$ cat config.mk
export PLATFORM = sky130hd
export DESIGN_NAME = gestor_estados_mascota
export DESIGN_NICKNAME = d
export VERILOG_FILES = /design/src/rtl/gestor_estados_mascota.sv
export SDC_FILE = /design/constraint.sdc
export NUM_CORES = 1
export LEC_CHECK = 0
export ABC_AREA = 1
export CORE_UTILIZATION = 40
export CTS_BUF_LIST = sky130_fd_sc_hd__clkbuf_4
export DETAILED_ROUTE_END_ITERATION = 16
export GPL_ROUTABILITY_DRIVEN = 0
export PLACE_DENSITY_LB_ADDON = 0.2
export SYNTH_ARGS = -nofsm -noshare
export SYNTH_HDL_FRONTEND = slang
export SYNTH_SLANG_ARGS = --single-unit
$ cat constraint.sdc
create_clock -name clk -period 2.1 [get_ports clk]
set_input_delay 0.21 -clock clk [delete_from_list [all_inputs] [get_ports clk]]
set_output_delay 0.21 -clock clk [all_outputs]
set_load 0.02 [all_outputs]
$ cat src/rtl/gestor_estados_mascota.sv
// rtl/gestor_estados_mascota.sv - pet state sequencer with second timebase, test mode and death timeout
module gestor_estados_mascota #(
    parameter int TICKS_SEG = 50_000_000,
    parameter int TEST_DIV  = 10,
    parameter int T_MUERTE  = 10
) (
    input  logic       clk,
    input  logic       reset,
    input  logic       test,
    input  logic [1:0] nivel_animo,
    input  logic [1:0] nivel_energia,
    input  logic [1:0] nivel_descanso,
    input  logic [1:0] nivel_medicina,
    output logic [2:0] estado,
    output logic       activo_comida,
    output logic       activo_medicina,
    output logic       modo_test,
    output logic       tick_seg,
    output logic       muerto
);

    typedef enum logic [2:0] {
        IDEAL      = 3'd0,
        ENFERMO    = 3'd1,
        HAMBRIENTO = 3'd2,
        CANSADO    = 3'd3,
        TRISTE     = 3'd4,
        MUERTO     = 3'd5
    } estado_t;

    localparam int P_TEST_RAW = TICKS_SEG / TEST_DIV;
    localparam int P_TEST     = (P_TEST_RAW < 1) ? 1 : P_TEST_RAW;
    localparam int CW         = (TICKS_SEG > 1) ? $clog2(TICKS_SEG) : 1;
    localparam int DW         = (T_MUERTE > 0) ? $clog2(T_MUERTE + 1) : 1;
    localparam logic [CW-1:0] ULT_NORMAL = CW'(TICKS_SEG - 1);
    localparam logic [CW-1:0] ULT_TEST   = CW'(P_TEST - 1);
    localparam logic [DW-1:0] MUERTE_MAX = DW'(T_MUERTE);

    estado_t       estado_q, estado_d;
    logic [CW-1:0] presc_q, presc_d;
    logic [DW-1:0] muerte_q, muerte_d;
    logic          modo_test_q, modo_test_d;
    logic          tick_q, tick_d;
    logic          comida_q, comida_d;
    logic          medicina_q, medicina_d;
    logic          muerto_q, muerto_d;

    logic          toggle;
    logic          algun_cero;
    logic [CW-1:0] ultimo;
    logic [1:0]    nivel_propio;
    estado_t       necesidad;

    always_comb begin
        toggle      = test & (estado_q != MUERTO);
        ultimo      = modo_test_q ? ULT_TEST : ULT_NORMAL;
        presc_d     = presc_q + CW'(1);
        tick_d      = 1'b0;
        modo_test_d = modo_test_q;
        // A toggle restarts the timebase and swallows a coincident terminal count.
        if (toggle) begin
            modo_test_d = ~modo_test_q;
            presc_d     = '0;
        end else if (presc_q >= ultimo) begin
            presc_d = '0;
            tick_d  = 1'b1;
        end
    end

    always_comb begin
        algun_cero = (nivel_animo == 2'd0) | (nivel_energia == 2'd0) |
                     (nivel_descanso == 2'd0) | (nivel_medicina == 2'd0);
        muerte_d = muerte_q;
        if (!algun_cero) begin
            muerte_d = '0;
        end else if (tick_q && (muerte_q != MUERTE_MAX)) begin
            muerte_d = muerte_q + DW'(1);
        end
    end

    always_comb begin
        if (nivel_medicina <= 2'd1) begin
            necesidad = ENFERMO;
        end else if (nivel_energia <= 2'd1) begin
            necesidad = HAMBRIENTO;
        end else if (nivel_descanso <= 2'd1) begin
            necesidad = CANSADO;
        end else if (nivel_animo <= 2'd1) begin
            necesidad = TRISTE;
        end else begin
            necesidad = IDEAL;
        end

        nivel_propio = 2'd0;
        case (estado_q)
            ENFERMO:    nivel_propio = nivel_medicina;
            HAMBRIENTO: nivel_propio = nivel_energia;
            CANSADO:    nivel_propio = nivel_descanso;
            TRISTE:     nivel_propio = nivel_animo;
            default:    nivel_propio = 2'd0;
        endcase

        estado_d = estado_q;
        if (muerte_q == MUERTE_MAX) begin
            estado_d = MUERTO;
        end else begin
            case (estado_q)
                IDEAL: estado_d = necesidad;
                ENFERMO, HAMBRIENTO, CANSADO, TRISTE: begin
                    // Lower codes are higher priority; leaving needs the own level back at full.
                    if ((necesidad != IDEAL) && (necesidad < estado_q)) begin
                        estado_d = necesidad;
                    end else if (nivel_propio == 2'd3) begin
                        estado_d = necesidad;
                    end
                end
                MUERTO:  estado_d = MUERTO;
                default: estado_d = IDEAL;
            endcase
        end

        comida_d   = (estado_d == HAMBRIENTO);
        medicina_d = (estado_d == ENFERMO);
        muerto_d   = (estado_d == MUERTO);
    end

    always_ff @(posedge clk or negedge reset) begin
        if (!reset) begin
            estado_q    <= IDEAL;
            presc_q     <= '0;
            muerte_q    <= '0;
            modo_test_q <= 1'b0;
            tick_q      <= 1'b0;
            comida_q    <= 1'b0;
            medicina_q  <= 1'b0;
            muerto_q    <= 1'b0;
        end else begin
            estado_q    <= estado_d;
            presc_q     <= presc_d;
            muerte_q    <= muerte_d;
            modo_test_q <= modo_test_d;
            tick_q      <= tick_d;
            comida_q    <= comida_d;
            medicina_q  <= medicina_d;
            muerto_q    <= muerto_d;
        end
    end

    assign estado          = estado_q;
    assign activo_comida   = comida_q;
    assign activo_medicina = medicina_q;
    assign modo_test       = modo_test_q;
    assign tick_seg        = tick_q;
    assign muerto          = muerto_q;

endmodule

==> results by group, run 1 <==
Status
  • Outcome: completed

Synth
  • Yosys top cell by area: dfrtp_1
  • Post-synth top area share: 35.9%
  • Seq/Total Area, Yosys: about 36%
  • Syn Area/Cell: 7.73 sq um
  • Synth area leaders: dfrtp_1 (36%), nand2_1 (9.1%), ha_1 (8.5%)
  • Synthesized instance count: 343
  • Yosys cell types: 32
  • Async SR Flop Fraction: 100%
  • EDFF count, synth: 0
  • Synthesized cell area: 0.00265 sq mm
  • Mapped Nets: 372
  • Warnings, synthesis: 0
  • #FFs+latches synth: 38
  • Synth Flop Type: dfrtp_1

Pwr
  • Sw Share: around a quarter
  • LEAKAGE: 1.49 nW
  • Design Power: 0.00120 W
  • P_sw: ~0.00029 W
  • Clk pwr share: 32.7%
  • Logic pwr share: between 6 and 7%
  • Int Power: around 0.0009 W
  • Seq pwr share: approximately three fifths
  • Worst vdd ir: 0.186 mV
  • Power Dens Cells: 359 mW/mm^2

Clock tree
  • Clock Pin Slew Worst Setup and Hold Paths: 140 ps
  • Clock Tree Buf Depth: 2
  • Clk sinks: 38
  • CTS buffer count: 5
  • Worst-Skew Late Latency: around 360 ps
  • CTS tree: done
  • H-tree depth: 2
  • CTS Root Cell: clkbuf_4

Floorplanning
  • Die Y: around 83 microns
  • Row Count: 29
  • Core ar.: roughly 0.0064 sq mm
  • Die width: 83.4 microns
  • Number of top-level pins: 19
  • Die ar.: 0.00696 sq mm
  • Initial core utilization: between 40% and 50%

Finish
  • Commonest non-fill, non-tap cells in the layout: nand2_1 (63), nor2_1 (41), dfrtp_1 (37)
  • Commonest non-fill, non-tap cell in the layout: nand2_1
  • Fillers: 605
  • Area growth syn-to-layout: 25.5%
  • Layout cells sized above 1: 25.3%
  • Diodes inserted: 0
  • Fin area: approximately 0.0033 sq mm
  • Net total in the final layout: 415

STA
  • Min Tclk post-route: 2040 ps
  • Final setup viols: 0
  • Fin crit share: around 97%
  • RSZ-0062 raised after global routing: true
  • Post-Route Skew: about 28 ps
  • Worst setup margin: roughly 65 ps
  • Worst-margin pin slew: 589 ps
  • Relative slew slack: ~61%
  • Max Freq: around 0.49 GHz
  • Hold WS: 371 ps
  • Final hold violations: 0
  • Slew Viols, Final: 0

Worst setup path
  • CP Capture Type: register
  • CP Launch Type: register
  • CP Class: reg -> reg
  • Max FO, Critical Path: 6
  • WP data arrival: 2320 ps
  • Worst EP required: 2390 ps

Routing
  • Vias: around 2400
  • Drc violations: 0
  • Initial drt markers: 74
  • Total wire length: 6.32 mm
  • Routed length per placed instance: 13.6 microns
  • Pre-antenna DRT Iters: 4
  • Detail Route Antenna Nets: 0
  • Vias/cell: roughly 5.1

GRT
  • Global-route wire length before repair: around 11 mm
  • Vias in the first global route: approximately 2300
  • Gr ovfl total: 0
  • Largest net degree at the start of global routing: 26
  • Initial antenna violation count: 0
  • Total GRT Usage: approximately a fifth

Hold path
  • Min-delay worst type: in -> async

Run
  • Maximum Capacitance Violations: 0

Placement
  • IO buf count: 18
  • Cell Area, Placed: between 0.003 and 0.004 sq mm
  • Post-place setup slack: -146 ps
  • Post-DP HPWL: 4.59 mm
## cells in the mapped netlist, types with 2 or more instances
cell and n:
nand2_1 64, nor2_1 50, dfrtp_1 38, inv_1 36, nand3_1 27, ha_1 18, nand4_1 14, nor2_2 13
nor3_1 12, xor2_1 9, a21oi_1 8, xnor2_1 7, inv_2 6, nand3_2 6, o21ai_0 5, nand2_2 4
nor3_2 4, or2_2 3, buf_4 2, buf_6 2, clkinv_2 2, o21ai_1 2, o22ai_1 2
## critical path: stages, from the launching register on
cell	delay [ps]
dfrtp_2	450
buf_12	150
inv_8	30
ha_1	280
inv_1	60
nor2_1	50
nand2_1	70
a31oi_1	90
o21ai_2	230
nand4_4	240
clkbuf_16	230
nor2_1	80
## routing by layer
| layer | wire length (microns) | track usage (%) | part of all wire [%] |
|---|---|---|---|
| met1 | 3080 | 26.0 | 49 |
| met2 | 2970 | 30.3 | 47 |
| met3 | 203 | 3.28 | 3.2 |
| met4 | 63 | 4.62 | 1.0 |
| met5 | 0 | 0 | 0 |
## per-stage QoR
| stage | setup TNS, ps | std cells | utilization, % |
|---|---|---|---|
| floorplan | 0 | 343 | - |
| global placement | -103 | 450 | 47.5 |
| detailed placement | -480 | 450 | 47.5 |
| CTS | 0 | 459 | 48.5 |
| global route | -521 | 464 | 52.1 |
| finish | 0 | 464 | 52.1 |
## registers in the layout (all words and copies together), names as in the netlist
name             count
activo_comida        1
activo_medicina      1
estado               3
modo_test            1
muerte_q             4
muerto               1
presc_q             26
tick_seg             1
## logic make-up after synthesis
family	synth area share (%)
AOI/OAI and AO/OA	4.77
xor gates and xnor gates	5.29
adders and majority gates	8.49
buffers and inverters	7.74
DFF	35.9
and+or+nand+nor	37.8
## path summary, 6_finish.rpt
path / from / endpoint / slack (ps) / cells after the start
max in group asynchronous: reset / presc_q[0] / 1080 / 3
min: reset / presc_q[23] / 370 / 2
max reg2reg: modo_test / presc_q[17] / 60 / 11
max: modo_test / presc_q[17] / 60 / 11
min reg2reg: presc_q[0] / presc_q[0] / 470 / 1
min in group clk: presc_q[0] / presc_q[0] / 470 / 1
## final cells by class
| class | count | area, sq um | share of cell area [%] |
|---|---|---|---|
| inverters | 44 | 175 | 5.27 |
| well taps | 77 | 96.3 | 2.90 |
| flip-flops and latches | 38 | 952 | 28.6 |
| repair buffers | 40 | 427 | 12.8 |
| multi-input cells | 257 | 1620 | 48.7 |
| clock inverters | 2 | 10.0 | 0.301 |
| clock buffers | 6 | 45.0 | 1.35 |
## power by group through the flow
stage	sequential [W]	combinational (W)	clock [W]
after floorplan	0.000746	0.0000172	0
after global placement	0.000746	0.0000711	0
after detailed placement	0.000746	0.0000716	0
after CTS	0.000732	0.0000735	0.000404
after global routing	0.000732	0.0000807	0.000440
final	0.000731	0.0000730	0.000391
## repair_timing
action,in CTS,in global routing
hold buffers,1,0
pin swaps,0,6
gates cloned,0,2
setup buffers,0,3
resized for setup,1,32
endpoints found under the hold margin,24,0
setup endpoints to repair,8,28
No activity file was read; power rests on OpenSTA's default activity.
==> inputs of run 2 (changes only) <==
CAP_MARGIN = 20   (was not set)
CORE_ASPECT_RATIO = 1.2   (was not set)
clock period = 2.6 ns   (was 2.1 ns; I/O delays follow)
==> run 2 against run 1 <==
The run now ends with negative hold slack left. Clock skew fell by 18 ps. Maximum frequency fell by 6.3%. Sequential cell count did not move. Clock power fell by 24%. Sequential share of layout area rose by 3.4 points. Total power fell by 22%.
==> results by group, run 2 (synthesis gave the netlist of run 1 again) <==
GRT
  • GRT met1 Usage: roughly 23%
  • Vias in the first global route: around 2300
  • Largest net degree at the start of global routing: 39
  • Total GRT Usage: a little under 20%
  • Gr ovfl total: 0
  • Initial antenna violation count: 0
  • GR peak layer: met2
  • Global-route wire length before repair: 10.5 mm
  • Met3 usage: 3.62%
  • GR Util met2: between 30% and 40%

Routing
  • Vias: approximately 2300
  • Drc violations: 0
  • Detail Route Antenna Nets: 0
  • Routed length per placed instance: 12.9 microns
  • Total wire length: 5.84 mm
  • Pre-antenna DRT Iters: 6
  • Initial drt markers: 51
  • Vias/cell: 5.08

STA
  • Setup TNS: 0 ps
  • RSZ-0062 raised after global routing: false
  • Fin crit share: 83.5%
  • Min Tclk post-route: 2170 ps
  • Slew Viols, Final: 0
  • Post-Route Skew: 9.16 ps
  • Worst-margin pin slew: 837 ps
  • Hold WS: -4.52 ps
  • Relative slew slack: ~44%
  • Final setup viols: 0
  • Final hold violations: 11
  • Max Freq: 0.460 GHz

Clock tree
  • Clock Pin Slew Worst Setup and Hold Paths: 120 ps
  • # Post-CTS Setup Buffers: 0
  • Worst-Skew Late Latency: 350 ps
  • Clock Tree Buf Depth: 2
  • CTS tree: done
  • Hold buffers post-CTS: 0
  • CTS buffer count: 5
  • Cts repair resizes: 0
  • Clk sinks: 38
  • H-tree depth: 2
  • CTS Root Cell: clkbuf_4

Worst setup path
  • Reg2reg path depth: 10
  • CP Class: reg -> reg
  • Max FO, Critical Path: 12
  • CP Launch Type: register
  • WP data arrival: 2450 ps
  • CP Capture Type: register
  • Worst EP required: 2880 ps

Status
  • Outcome: finished, violations left
  • Failing checks: negative hold slack

Finish
  • Commonest non-fill, non-tap cells in the layout: nand2_1 (64), nor2_1 (50), dfrtp_1 (38)
  • Fillers: 672
  • Area growth syn-to-layout: 11.8%
  • Max reg flops: 26
  • Final Util: 46.3%
  • Register Area: 951 sq um
  • Footprint of the multi-input gates: about 0.0015 sq mm
  • Diodes inserted: 0
  • Commonest non-fill, non-tap cell in the layout: nand2_1
  • Reg with most FFs: presc_q
  • Net total in the final layout: 396
  • Layout cells sized above 1: 14.7%

Placement
  • Post-DP HPWL: roughly 4.4 mm
  • IO buf count: 18

Floorplanning
  • Number of top-level pins: 19
  • Initial core utilization: 41.4%
  • Die width: 76.3 microns
  • Die ar.: ~0.0070 sq mm
  • Row Count: 32
  • Die Y: 91.2 microns
  • Core ar.: 0.00641 sq mm

Pwr
  • LEAKAGE: roughly 1.4 nW
  • Power Dens Cells: 315 mW/mm^2
  • Worst vdd ir: approximately 0.17 mV

Run
  • Maximum Capacitance Violations: 0

Hold path
  • Min-delay worst type: in -> async
run 2: layout make-up:
class / instances / area share (%)
Timing Repair Buffer: 21 / 6.67
Sequential cell: 38 / 32.1
Multi-Input combinational cell: 257 / 50.4
Clock buffer: 5 / 1.27
Clock inverter: 2 / 0.338
Inverter: 44 / 5.65
Tap cell: 85 / 3.59
run 2: stage by stage:
| step | hold slack (ps) | total power [W] | std cells | setup WS (ps) | area (sq um) |
|---|---|---|---|---|---|
| 2_1_floorplan | -35.6 | 0.000616 | 343 | 499 | 2650 |
| 3_3_place_gp | 435 | 0.000650 | 445 | 345 | 2920 |
| 3_5_place_dp | 436 | 0.000650 | 445 | 278 | 2920 |
| 4_1_cts | 27.7 | 0.000949 | 452 | 435 | 2970 |
| 5_1_grt | 60.8 | 0.000990 | 452 | 232 | 2970 |
| 6_report | -4.52 | 0.000933 | 452 | 428 | 2970 |
run 2: power breakdown:
part	internal (W)	total, W	switching, W
sequential	0.000591	0.000591	0.00000000000249
clock	0.0000973	0.000296	0.000199
combinational	0.0000185	0.0000463	0.0000278
total	0.000707	0.000933	0.000227
run 2: final timing paths:
check,endpoint,slack [ps],from
worst max-delay path,presc_q[10],430,modo_test
worst min-delay path,presc_q[0],-5,reset
worst max register to register,presc_q[10],430,modo_test
worst min register to register,presc_q[0],480,presc_q[0]
max in group asynchronous,presc_q[21],2080,reset
min in group clk,presc_q[0],480,presc_q[0]
run 2: per-layer routing:
layer	wire, microns	share of wire, %
met1	2630	45
met2	2930	50
met3	182	3.1
met4	95	1.6
met5	0	0
run 2: critical path, cell delays in order, from the launching register on:
cell	delay (ps)
dfrtp_1	470
buf_4	210
ha_1	330
nand2_1	70
nor2_1	50
nand2_1	60
a31oi_1	80
o21ai_0	360
nand4_4	140
buf_4	210
nor2_1	120
